**src/rtl/alu_issue_stage_if.sv**
```systemverilog
// Bus interfaces of the ALU issue stage: upstream operation, downstream result, ALU core link.
// Master is the side that drives valid/payload; slave drives ready or returns results.

interface alu_issue_in_if #(parameter int unsigned N = 32);
  logic         in_valid;
  logic         in_ready;
  logic [N-1:0] in_opa;
  logic [N-1:0] in_opb;
  logic [3:0]   in_s;
  logic         in_m;
  logic [1:0]   in_cin_sel;
  logic         in_flag_we;

  modport master (output in_valid, in_opa, in_opb, in_s, in_m, in_cin_sel, in_flag_we,
                  input  in_ready);
  modport slave  (input  in_valid, in_opa, in_opb, in_s, in_m, in_cin_sel, in_flag_we,
                  output in_ready);
endinterface

interface alu_issue_out_if #(parameter int unsigned N = 32);
  logic         out_valid;
  logic         out_ready;
  logic [N-1:0] out_data;
  logic         out_c;
  logic         out_v;
  logic         out_n;
  logic         out_z;

  modport master (output out_valid, out_data, out_c, out_v, out_n, out_z, input out_ready);
  modport slave  (input  out_valid, out_data, out_c, out_v, out_n, out_z, output out_ready);
endinterface

interface alu_core_if #(parameter int unsigned N = 32);
  logic [N-1:0] alu_opa;
  logic [N-1:0] alu_opb;
  logic [3:0]   alu_s;
  logic         alu_m;
  logic         alu_cin;
  logic [N-1:0] alu_do;
  logic         alu_c;
  logic         alu_v;
  logic         alu_n;
  logic         alu_z;

  modport master (output alu_opa, alu_opb, alu_s, alu_m, alu_cin,
                  input  alu_do, alu_c, alu_v, alu_n, alu_z);
  modport slave  (input  alu_opa, alu_opb, alu_s, alu_m, alu_cin,
                  output alu_do, alu_c, alu_v, alu_n, alu_z);
endinterface

```
**src/rtl/alu_issue_stage.sv**
```systemverilog
// Two-register issue/retire wrapper around a combinational ALU core.
// Keeps the {C,V,N,Z} status word so carry chains read the youngest flag-writing op's carry.

module alu_issue_stage #(
  parameter int unsigned N = 32
) (
  input  logic            clk,
  input  logic            rst_n,
  alu_issue_in_if.slave   up,
  alu_issue_out_if.master dn,
  alu_core_if.master      core,
  output logic [3:0]      psw
);

  logic         iss_valid;
  logic [N-1:0] iss_opa;
  logic [N-1:0] iss_opb;
  logic [3:0]   iss_s;
  logic         iss_m;
  logic [1:0]   iss_cin_sel;
  logic         iss_flag_we;

  logic         out_valid;
  logic [N-1:0] out_data;
  logic         out_c;
  logic         out_v;
  logic         out_n;
  logic         out_z;

  logic         retire;
  logic         in_ready;
  logic         accept;
  logic         cin;

  // Retiring frees the issue slot in the same cycle, giving 1 op/cycle throughput.
  assign retire   = iss_valid && (!out_valid || dn.out_ready);
  assign in_ready = !iss_valid || retire;
  assign accept   = up.in_valid && in_ready;

  always_comb begin
    cin = 1'b0;
    case (iss_cin_sel)
      2'b01:   cin = 1'b1;
      2'b10:   cin = psw[3];
      default: cin = 1'b0;
    endcase
  end

  // Issue register: a new op may replace the retiring one on the same edge.
  always_ff @(posedge clk or negedge rst_n) begin
    if (!rst_n) begin
      iss_valid   <= 1'b0;
      iss_opa     <= '0;
      iss_opb     <= '0;
      iss_s       <= '0;
      iss_m       <= 1'b0;
      iss_cin_sel <= '0;
      iss_flag_we <= 1'b0;
    end else if (accept) begin
      iss_valid   <= 1'b1;
      iss_opa     <= up.in_opa;
      iss_opb     <= up.in_opb;
      iss_s       <= up.in_s;
      iss_m       <= up.in_m;
      iss_cin_sel <= up.in_cin_sel;
      iss_flag_we <= up.in_flag_we;
    end else if (retire) begin
      iss_valid   <= 1'b0;
    end
  end

  // Output register and status word; payload holds its last value when drained.
  always_ff @(posedge clk or negedge rst_n) begin
    if (!rst_n) begin
      out_valid <= 1'b0;
      out_data  <= '0;
      out_c     <= 1'b0;
      out_v     <= 1'b0;
      out_n     <= 1'b0;
      out_z     <= 1'b0;
      psw       <= '0;
    end else if (retire) begin
      out_valid <= 1'b1;
      out_data  <= core.alu_do;
      out_c     <= core.alu_c;
      out_v     <= core.alu_v;
      out_n     <= core.alu_n;
      out_z     <= core.alu_z;
      if (iss_flag_we) begin
        psw <= {core.alu_c, core.alu_v, core.alu_n, core.alu_z};
      end
    end else if (out_valid && dn.out_ready) begin
      out_valid <= 1'b0;
    end
  end

  assign up.in_ready    = in_ready;
  assign core.alu_opa   = iss_opa;
  assign core.alu_opb   = iss_opb;
  assign core.alu_s     = iss_s;
  assign core.alu_m     = iss_m;
  assign core.alu_cin   = cin;
  assign dn.out_valid   = out_valid;
  assign dn.out_data    = out_data;
  assign dn.out_c       = out_c;
  assign dn.out_v       = out_v;
  assign dn.out_n       = out_n;
  assign dn.out_z       = out_z;

endmodule

```
**src/flat_wrapper.sv**
```systemverilog
// flat-port wrapper written by rule: the top's interface ports become plain ports
module alu_issue_stage_flat 
#(
  parameter int unsigned N = 32
)
  (clk, rst_n, psw, up_in_valid, up_in_opa, up_in_opb, up_in_s, up_in_m, up_in_cin_sel, up_in_flag_we, up_in_ready, dn_out_valid, dn_out_data, dn_out_c, dn_out_v, dn_out_n, dn_out_z, dn_out_ready, core_alu_opa, core_alu_opb, core_alu_s, core_alu_m, core_alu_cin, core_alu_do, core_alu_c, core_alu_v, core_alu_n, core_alu_z);
  alu_issue_in_if #(.N(N)) up_i ();
  alu_issue_out_if #(.N(N)) dn_i ();
  alu_core_if #(.N(N)) core_i ();
  input  logic clk;
  input  logic rst_n;
  output logic [3:0] psw;
  input wire logic [$bits(up_i.in_valid)-1:0] up_in_valid;
  input wire logic [$bits(up_i.in_opa)-1:0] up_in_opa;
  input wire logic [$bits(up_i.in_opb)-1:0] up_in_opb;
  input wire logic [$bits(up_i.in_s)-1:0] up_in_s;
  input wire logic [$bits(up_i.in_m)-1:0] up_in_m;
  input wire logic [$bits(up_i.in_cin_sel)-1:0] up_in_cin_sel;
  input wire logic [$bits(up_i.in_flag_we)-1:0] up_in_flag_we;
  output wire logic [$bits(up_i.in_ready)-1:0] up_in_ready;
  output wire logic [$bits(dn_i.out_valid)-1:0] dn_out_valid;
  output wire logic [$bits(dn_i.out_data)-1:0] dn_out_data;
  output wire logic [$bits(dn_i.out_c)-1:0] dn_out_c;
  output wire logic [$bits(dn_i.out_v)-1:0] dn_out_v;
  output wire logic [$bits(dn_i.out_n)-1:0] dn_out_n;
  output wire logic [$bits(dn_i.out_z)-1:0] dn_out_z;
  input wire logic [$bits(dn_i.out_ready)-1:0] dn_out_ready;
  output wire logic [$bits(core_i.alu_opa)-1:0] core_alu_opa;
  output wire logic [$bits(core_i.alu_opb)-1:0] core_alu_opb;
  output wire logic [$bits(core_i.alu_s)-1:0] core_alu_s;
  output wire logic [$bits(core_i.alu_m)-1:0] core_alu_m;
  output wire logic [$bits(core_i.alu_cin)-1:0] core_alu_cin;
  input wire logic [$bits(core_i.alu_do)-1:0] core_alu_do;
  input wire logic [$bits(core_i.alu_c)-1:0] core_alu_c;
  input wire logic [$bits(core_i.alu_v)-1:0] core_alu_v;
  input wire logic [$bits(core_i.alu_n)-1:0] core_alu_n;
  input wire logic [$bits(core_i.alu_z)-1:0] core_alu_z;
  assign up_i.in_valid = up_in_valid;
  assign up_i.in_opa = up_in_opa;
  assign up_i.in_opb = up_in_opb;
  assign up_i.in_s = up_in_s;
  assign up_i.in_m = up_in_m;
  assign up_i.in_cin_sel = up_in_cin_sel;
  assign up_i.in_flag_we = up_in_flag_we;
  assign up_in_ready = up_i.in_ready;
  assign dn_out_valid = dn_i.out_valid;
  assign dn_out_data = dn_i.out_data;
  assign dn_out_c = dn_i.out_c;
  assign dn_out_v = dn_i.out_v;
  assign dn_out_n = dn_i.out_n;
  assign dn_out_z = dn_i.out_z;
  assign dn_i.out_ready = dn_out_ready;
  assign core_alu_opa = core_i.alu_opa;
  assign core_alu_opb = core_i.alu_opb;
  assign core_alu_s = core_i.alu_s;
  assign core_alu_m = core_i.alu_m;
  assign core_alu_cin = core_i.alu_cin;
  assign core_i.alu_do = core_alu_do;
  assign core_i.alu_c = core_alu_c;
  assign core_i.alu_v = core_alu_v;
  assign core_i.alu_n = core_alu_n;
  assign core_i.alu_z = core_alu_z;
  alu_issue_stage #(.N(N)) u_core (.clk(clk), .rst_n(rst_n), .up(up_i), .dn(dn_i), .core(core_i), .psw(psw));
endmodule
```
**config.mk**
```make
export PLATFORM = sky130hd
export DESIGN_NAME = alu_issue_stage_flat
export DESIGN_NICKNAME = d
export VERILOG_FILES = /design/src/rtl/alu_issue_stage_if.sv /design/src/rtl/alu_issue_stage.sv /design/src/flat_wrapper.sv
export SDC_FILE = /design/constraint.sdc
export NUM_CORES = 1
export LEC_CHECK = 0
export BUFFER_PORTS_ARGS = -buffer_cell sky130_fd_sc_hd__buf_2
export CAP_MARGIN = 20
export CORE_ASPECT_RATIO = 1.4
export CORE_MARGIN = 1.5
export CORE_UTILIZATION = 40
export DETAILED_ROUTE_END_ITERATION = 8
export PLACE_DENSITY = 0.76
export SLEW_MARGIN = 25
export SYNTH_ARGS = -nofsm -noshare
export SYNTH_HDL_FRONTEND = slang
export SYNTH_SLANG_ARGS = --single-unit
```
**constraint.sdc**
```tcl
create_clock -name clk -period 1.5 [get_ports clk]
set_input_delay 0.45 -clock clk [delete_from_list [all_inputs] [get_ports clk]]
set_output_delay 0.45 -clock clk [all_outputs]
set_load 0.005 [all_outputs]
```
==> impl_metrics.json, run 1 <==
{
  "status": "finished with violations",
  "violations": "negative setup slack",
  "cts.reportedPaths.clkPinSlew_ns": 0.05,
  "use_met2_pct": 28.5,
  "power_density_mw_per_mm2": 1440,
  "start_kind": "flip-flop",
  "p_total_mw": 9.14,
  "busiest_layer": "met2",
  "seq_area_mm2": 0.00285,
  "synth_nets": 364,
  "vias": 2979,
  "initial_core_util_pct": 40.7,
  "grt_pass1_wl_mm": 14.7,
  "cts_root_buf": "clkbuf_16",
  "grt_antenna_before_repair": 0,
  "finalSetupViolCount": 1,
  "grt_overflow_total": 0,
  "layout_setup_ws_ns": -0.242,
  "cp-end-kind": "output pin",
  "multi_input_area_mm2": 0.00141,
  "vdd_drop_max_v": 0.000926,
  "syn_area_mm2": 0.00438,
  "insertion_delay_ns": 0.39,
  "arrival_ns": 1.29,
  "first_pass_iters": 4,
  "required_ns": 1.05,
  "hold_viol_final": 0,
  "dieArea_mm2": 0.0116,
  "rsz0062_at_grt": "true",
  "use_met3_pct": 5.10,
  "grt.total_usage_pct": 16.3,
  "synth.yosys.seq_area_share_pct": 65.2,
  "synth_warnings": 0,
  "crit_chain": "inv_1, ha_2, a21oi_2, nor2_1, buf_2",
  "hold_path.class": "input port to flip-flop",
  "met1_usage_pct": 18.2,
  "rows": 45,
  "cts.path.max_buffers": 2,
  "ant_nets": 0,
  "drt-initial-drc-count": 53,
  "cts.sinks": 114,
  "place_ws_ns": -0.0640,
  "finalCritPeriodShare_pct": 116,
  "fillCellCount": 913,
  "grt_pass1_vias": 3084,
  "share_comb_of_total_power_pct": 16.9,
  "period_minus_slack_ns": 1.74,
  "fin_skew_ns": 0.00592,
  "yosysUniqueCellTypes": 16,
  "die_h_um": 127,
  "p_leak_nw": 3.11,
  "crit_buf_inv": 2,
  "io_buffers": 223,
  "path_max_fanout": 3,
  "synth_cells": 250,
  "core_area_mm2": 0.0108,
  "routed_wl_mm": 9.38,
  "numCtsBuffers": 17,
  "htree_levels": 4,
  "max_freq_ghz": 0.574,
  "internal_power_mw": 6.99,
  "drive_above_1_share_pct": 75.2,
  "drcViolationCount": 0,
  "routedWlPerCell_um": 14.5,
  "gp_congestion": 0.691,
  "power.net_switching_mw": 2.15,
  "clkPwrFrac_pct": 41.3,
  "maxCapViolations": 0,
  "areaGrowthSynthToFinish_pct": 44.6,
  "critPathTopFamily": "flip-flops",
  "cts_tree": "done",
  "routed_via_density": 4.59,
  "fp.dieW_um": 91.4,
  "slew_headroom_pct": 79.4,
  "max_stage_delay_ns": 0.41,
  "power.switching_fraction_pct": 23.5,
  "seqPwrFrac_pct": 41.8,
  "crit_slowest_cell": "dfrtp_1",
  "grt_max_degree": 49,
  "hpwl_mm": 7.02,
  "num_io_pins": 224,
  "ys_ff_latch": 114,
  "n_antenna_cell": 0,
  "fin_nets": 609,
  "worst_pin_slew_ns": 0.309,
  "slew_viol_final": 0,
  "syn_avg_cell_area_um2": 17.5,
  "path_class": "flip-flop to output pin"
}
## logic make-up after synthesis
logic type	synth area share, %
compound gates	0.114
flops	65.2
simple gates	1.86
fa+ha+maj	0.572
buf+inv	3.09
mux	29.2
## synth_stat cells
master	n	share of area, %
and3_1	1	0.14
dfrtp_1	114	65
mux2_1	3	0.77
buf_6	10	2.6
nand2b_1	2	0.29
nand3b_4	1	0.46
a21oi_1	1	0.11
mux2_2	105	27
buf_8	1	0.34
mux2_4	4	1.4
nor2_1	1	0.086
nand2_8	1	0.46
or2b_1	1	0.17
ha_1	2	0.57
nand2_4	1	0.26
inv_1	2	0.17
## registers in the layout, indices dropped and copies added (netlist names)
| name | flops |
|---|---|
| u_core.core.alu_opa | 32 |
| u_core.core.alu_opb | 32 |
| u_core.dn.out_data | 32 |
| u_core.core.alu_s | 4 |
| u_core.psw | 4 |
| u_core.iss_cin_sel | 2 |
| u_core.core.alu_m | 1 |
| u_core.dn.out_c | 1 |
| u_core.dn.out_n | 1 |
| u_core.dn.out_v | 1 |
| u_core.dn.out_valid | 1 |
| u_core.dn.out_z | 1 |
| u_core.iss_flag_we | 1 |
| u_core.iss_valid | 1 |
## power groups by stage
| stage | combinational [mW] | clock, mW | sequential [mW] |
|---|---|---|---|
| after detailed placement | 1.55 | 0 | 3.86 |
| after CTS | 1.57 | 3.89 | 3.81 |
| final | 1.55 | 3.77 | 3.82 |
| after global placement | 1.50 | 0 | 3.83 |
| after global routing | 1.69 | 4.03 | 3.88 |
| after floorplan | 0.674 | 0 | 3.89 |
## layer usage
layer  vias up  part of all wire [%]
met2       128                    55
met5         -                     0
li1       1365                     -
met1      1478                    37
met3         8                   6.5
met4         0                   1.3
## area by class of cell
type,instances,share of cell area [%]
inverters,2,0.119
repair buffers,237,20.9
well taps,141,2.79
flip-flops and latches,114,45.1
multi-input cells,123,22.2
clock buffers,21,7.12
clock inverters,11,1.78
## through the flow
| stage | setup TNS (ns) | area, um^2 | hold WS (ns) | cells | util, % |
|---|---|---|---|---|---|
| final | -0.242 | 6330 | 0.274 | 649 | 58.8 |
| after global routing | -0.356 | 6330 | 0.255 | 649 | 58.8 |
| after CTS | -0.265 | 6300 | 0.256 | 649 | 58.6 |
| after detailed placement | -2.80 | 5700 | 0.367 | 612 | 53.0 |
| after global placement | -1.04 | 5700 | 0.363 | 612 | 53.0 |
| after floorplan | 0 | 4380 | 0.154 | 250 | - |
## timing repair
action | 4_1_cts | 5_1_grt
hold buffers | 1 | 0
resized for setup | 1 | 5
endpoints found under the setup margin | 2 | 2
setup buffers | 4 | 0
pin swaps | 3 | 2
hold endpoints to repair | 20 | 0
## final timing paths
| kind | to | cells past startpoint | start | slack (ns) |
|---|---|---|---|---|
| setup / recovery | core_alu_cin | 5 | u_core.iss_cin_sel[1]$_DFFE_PN0P_ | -0.24 |
| hold / removal | u_core.dn.out_data[25]$_DFFE_PN0P_ | 2 | core_alu_do[25] | 0.27 |
| max in group asynchronous | u_core.core.alu_opa[21]$_DFFE_PN0P_ | 3 | rst_n | 0.45 |
| hold reg to reg | u_core.dn.out_data[24]$_DFFE_PN0P_ | 1 | u_core.dn.out_data[24]$_DFFE_PN0P_ | 0.49 |
| setup reg to reg | u_core.psw[1]$_DFFE_PN0P_ | 5 | u_core.dn.out_valid$_DFFE_PN0P_ | 0.06 |
| min in group asynchronous | u_core.core.alu_opa[28]$_DFFE_PN0P_ | 2 | rst_n | 0.51 |
## cell usage in the layout, fill, tap and decap left out
master         instances
nor2_1                 1
inv_1                  1
and3_1                 1
clkbuf_1               3
inv_2                  1
buf_12                 7
buf_2                221
clkbuf_8               1
bufinv_16              2
nand2_4                1
clkinv_2               6
clkinvlp_4             3
a21oi_2                1
dlygate4sd3_1          1
mux2_2               105
nand2_8                1
buf_6                  1
mux2_4                 4
nand2b_1               2
ha_4                   1
nand3b_4               1
buf_4                  7
dfrtp_1              113
ha_2                   1
clkbuf_16             17
mux2_1                 3
dfrtp_2                1
or2b_1                 1
No activity file was read; power rests on OpenSTA's default activity.
==> run 2, diff against run 1 <==
--- a/config.mk
+++ b/config.mk
@@ -5,7 +5,7 @@
 export SDC_FILE = /design/constraint.sdc
 export NUM_CORES = 1
 export LEC_CHECK = 0
-export BUFFER_PORTS_ARGS = -buffer_cell sky130_fd_sc_hd__buf_2
+export BUFFER_PORTS_ARGS = -buffer_cell sky130_fd_sc_hd__buf_4
 export CAP_MARGIN = 20
 export CORE_ASPECT_RATIO = 1.4
 export CORE_MARGIN = 1.5
==> impl_metrics.json, run 2 (synthesis gave the netlist of run 1 again) <==
{
  "fin_skew_ns": 0.00515,
  "htree_levels": 4,
  "initial_core_util_pct": 40.7,
  "violations": "negative setup slack",
  "fp.dieW_um": 91.4,
  "grt_pass1_vias": 3244,
  "power_density_mw_per_mm2": 1390,
  "dieArea_mm2": 0.0116,
  "path_max_fanout": 3,
  "p_leak_nw": 3.35,
  "grt_antenna_before_repair": 0,
  "worst_pin_slew_ns": 0.279,
  "n_antenna_cell": 0,
  "grt_pass1_wl_mm": 15.4,
  "post-route-util_pct": 64.4,
  "ant_nets": 0,
  "slew_headroom_pct": 81.4,
  "cts_tree": "done",
  "hold_viol_final": 0,
  "fillCellCount": 798,
  "min_to": "u_core.dn.out_data[23]$_DFFE_PN0P_",
  "hold_path.class": "input port to flip-flop",
  "fin_nets": 612,
  "areaGrowthSynthToFinish_pct": 58.4,
  "finalCritPeriodShare_pct": 118,
  "die_h_um": 127,
  "gp_congestion": 0.707,
  "maxCapViolations": 0,
  "routedWlPerCell_um": 15.4,
  "status": "finished with violations",
  "drive_above_1_share_pct": 74.7,
  "dp.cells": 615,
  "layout_setup_ws_ns": -0.277,
  "drcViolationCount": 0,
  "rows": 45,
  "layout.cells.most_common": "buf_4",
  "arrival_ns": 1.33,
  "vias": 3005,
  "place_ws_ns": -0.0666,
  "io_buffers": 223,
  "cp-end-kind": "output pin",
  "core_area_mm2": 0.0108,
  "stdcell_count": 650,
  "num_io_pins": 224,
  "r2r-end": "u_core.psw[3]$_DFFE_PN0P_",
  "max_freq_ghz": 0.563,
  "r2r_cells": 5,
  "routed_wl_mm": 10.0,
  "dpl_cell_area_mm2": 0.00628,
  "drt-initial-drc-count": 55,
  "start_kind": "flip-flop",
  "grt_overflow_total": 0,
  "final_cell_mix": "227 x buf_4, 113 x dfrtp_1, 105 x mux2_2",
  "reg2reg_from": "u_core.dn.out_valid$_DFFE_PN0P_",
  "path_class": "flip-flop to output pin",
  "min_from": "core_alu_do[23]",
  "insertion_delay_ns": 0.39,
  "grt_max_degree": 53,
  "hpwl_mm": 7.58,
  "rrSetupSlack_ns": 0.06,
  "rsz0062_at_grt": "true",
  "first_pass_iters": 4,
  "cts_root_buf": "clkbuf_16",
  "finalSetupViolCount": 2,
  "required_ns": 1.05,
  "cts.reportedPaths.clkPinSlew_ns": 0.05,
  "cts.path.max_buffers": 2,
  "fin_area_mm2": 0.00693,
  "slew_viol_final": 0,
  "numCtsBuffers": 17,
  "period_minus_slack_ns": 1.78,
  "routed_via_density": 4.62,
  "vdd_drop_max_v": 0.00104,
  "cts.sinks": 114,
  "hold_depth": 2,
  "grt.total_usage_pct": 17.5
}
-- run 2: cell count changes in the layout (fill, tap and decap cells not counted), sizes merged --
cell | previous run | this run
clkbuf | 21 | 26
clkinvlp | 3 | 0
clkinv | 6 | 3
buf | 236 | 238
-- run 2: area by class of cell --
class	instances	area [um^2]	share of cell area [%]
well taps	141	176	2.55
clock inverters	5	75.1	1.08
flip-flops and latches	114	2850	41.2
repair buffers	240	1920	27.8
clock buffers	25	505	7.29
inverters	2	7.51	0.108
multi-input cells	123	1390	20.0
-- run 2: per-stage QoR --
step | hold slack (ns) | power, mW | setup TNS (ns)
3_3_place_gp | 0.345 | 5.72 | -0.799
2_1_floorplan | 0.154 | 4.57 | 0
6_report | 0.267 | 9.62 | -0.277
3_5_place_dp | 0.346 | 5.80 | -3.17
4_1_cts | 0.245 | 9.75 | -0.339
5_1_grt | 0.257 | 10.1 | -0.392
-- run 2: worst max path at each step --
| stage | from | to | slack (ns) | cells past startpoint |
|---|---|---|---|---|
| after CTS | u_core.iss_cin_sel[1]$_DFFE_PN0P_ | core_alu_cin | -0.29 | 3 |
| after global routing | u_core.iss_cin_sel[0]$_DFFE_PN0P_ | core_alu_cin | -0.33 | 5 |
| final | u_core.iss_cin_sel[1]$_DFFE_PN0P_ | core_alu_cin | -0.28 | 3 |
| after floorplan | dn_out_ready | u_core.dn.out_data[21]$_DFFE_PN0P_ | 0.14 | 4 |
| after global placement | dn_out_ready | u_core.core.alu_opb[17]$_DFFE_PN0P_ | -0.02 | 5 |
| after detailed placement | dn_out_ready | u_core.core.alu_opb[29]$_DFFE_PN0P_ | -0.07 | 5 |
-- run 2: repair_timing --
action / CTS / global route
setup buffers: 3 / 1
resized for setup: 4 / 2
cloned: 0 / 1
endpoints found under the hold margin: 17 / 0
hold buffers: 1 / 0
endpoints found under the setup margin: 2 / 19
pin swaps: 3 / 2
-- run 2: power by group --
part | switching [mW] | internal, mW
logic | 0.618 | 1.29
registers | 0.267 | 3.57
clock network | 1.24 | 2.63
total | 2.12 | 7.50
-- run 2: layer usage --
layer  global-route usage, %  up-vias  wire length [um]
met4                    8.46        0               243
met5                       0        -                 0
met3                    6.89       20               757
met2                    30.8      142              5430
met1                    17.9     1476              3610
li1                        -     1367                 -
-- run 2: worst max-delay path, cell delays in order (launching register included) --
cell and delay, ns:
dfrtp_1 0.41, ha_1 0.31, nor2_1 0.10, buf_4 0.12
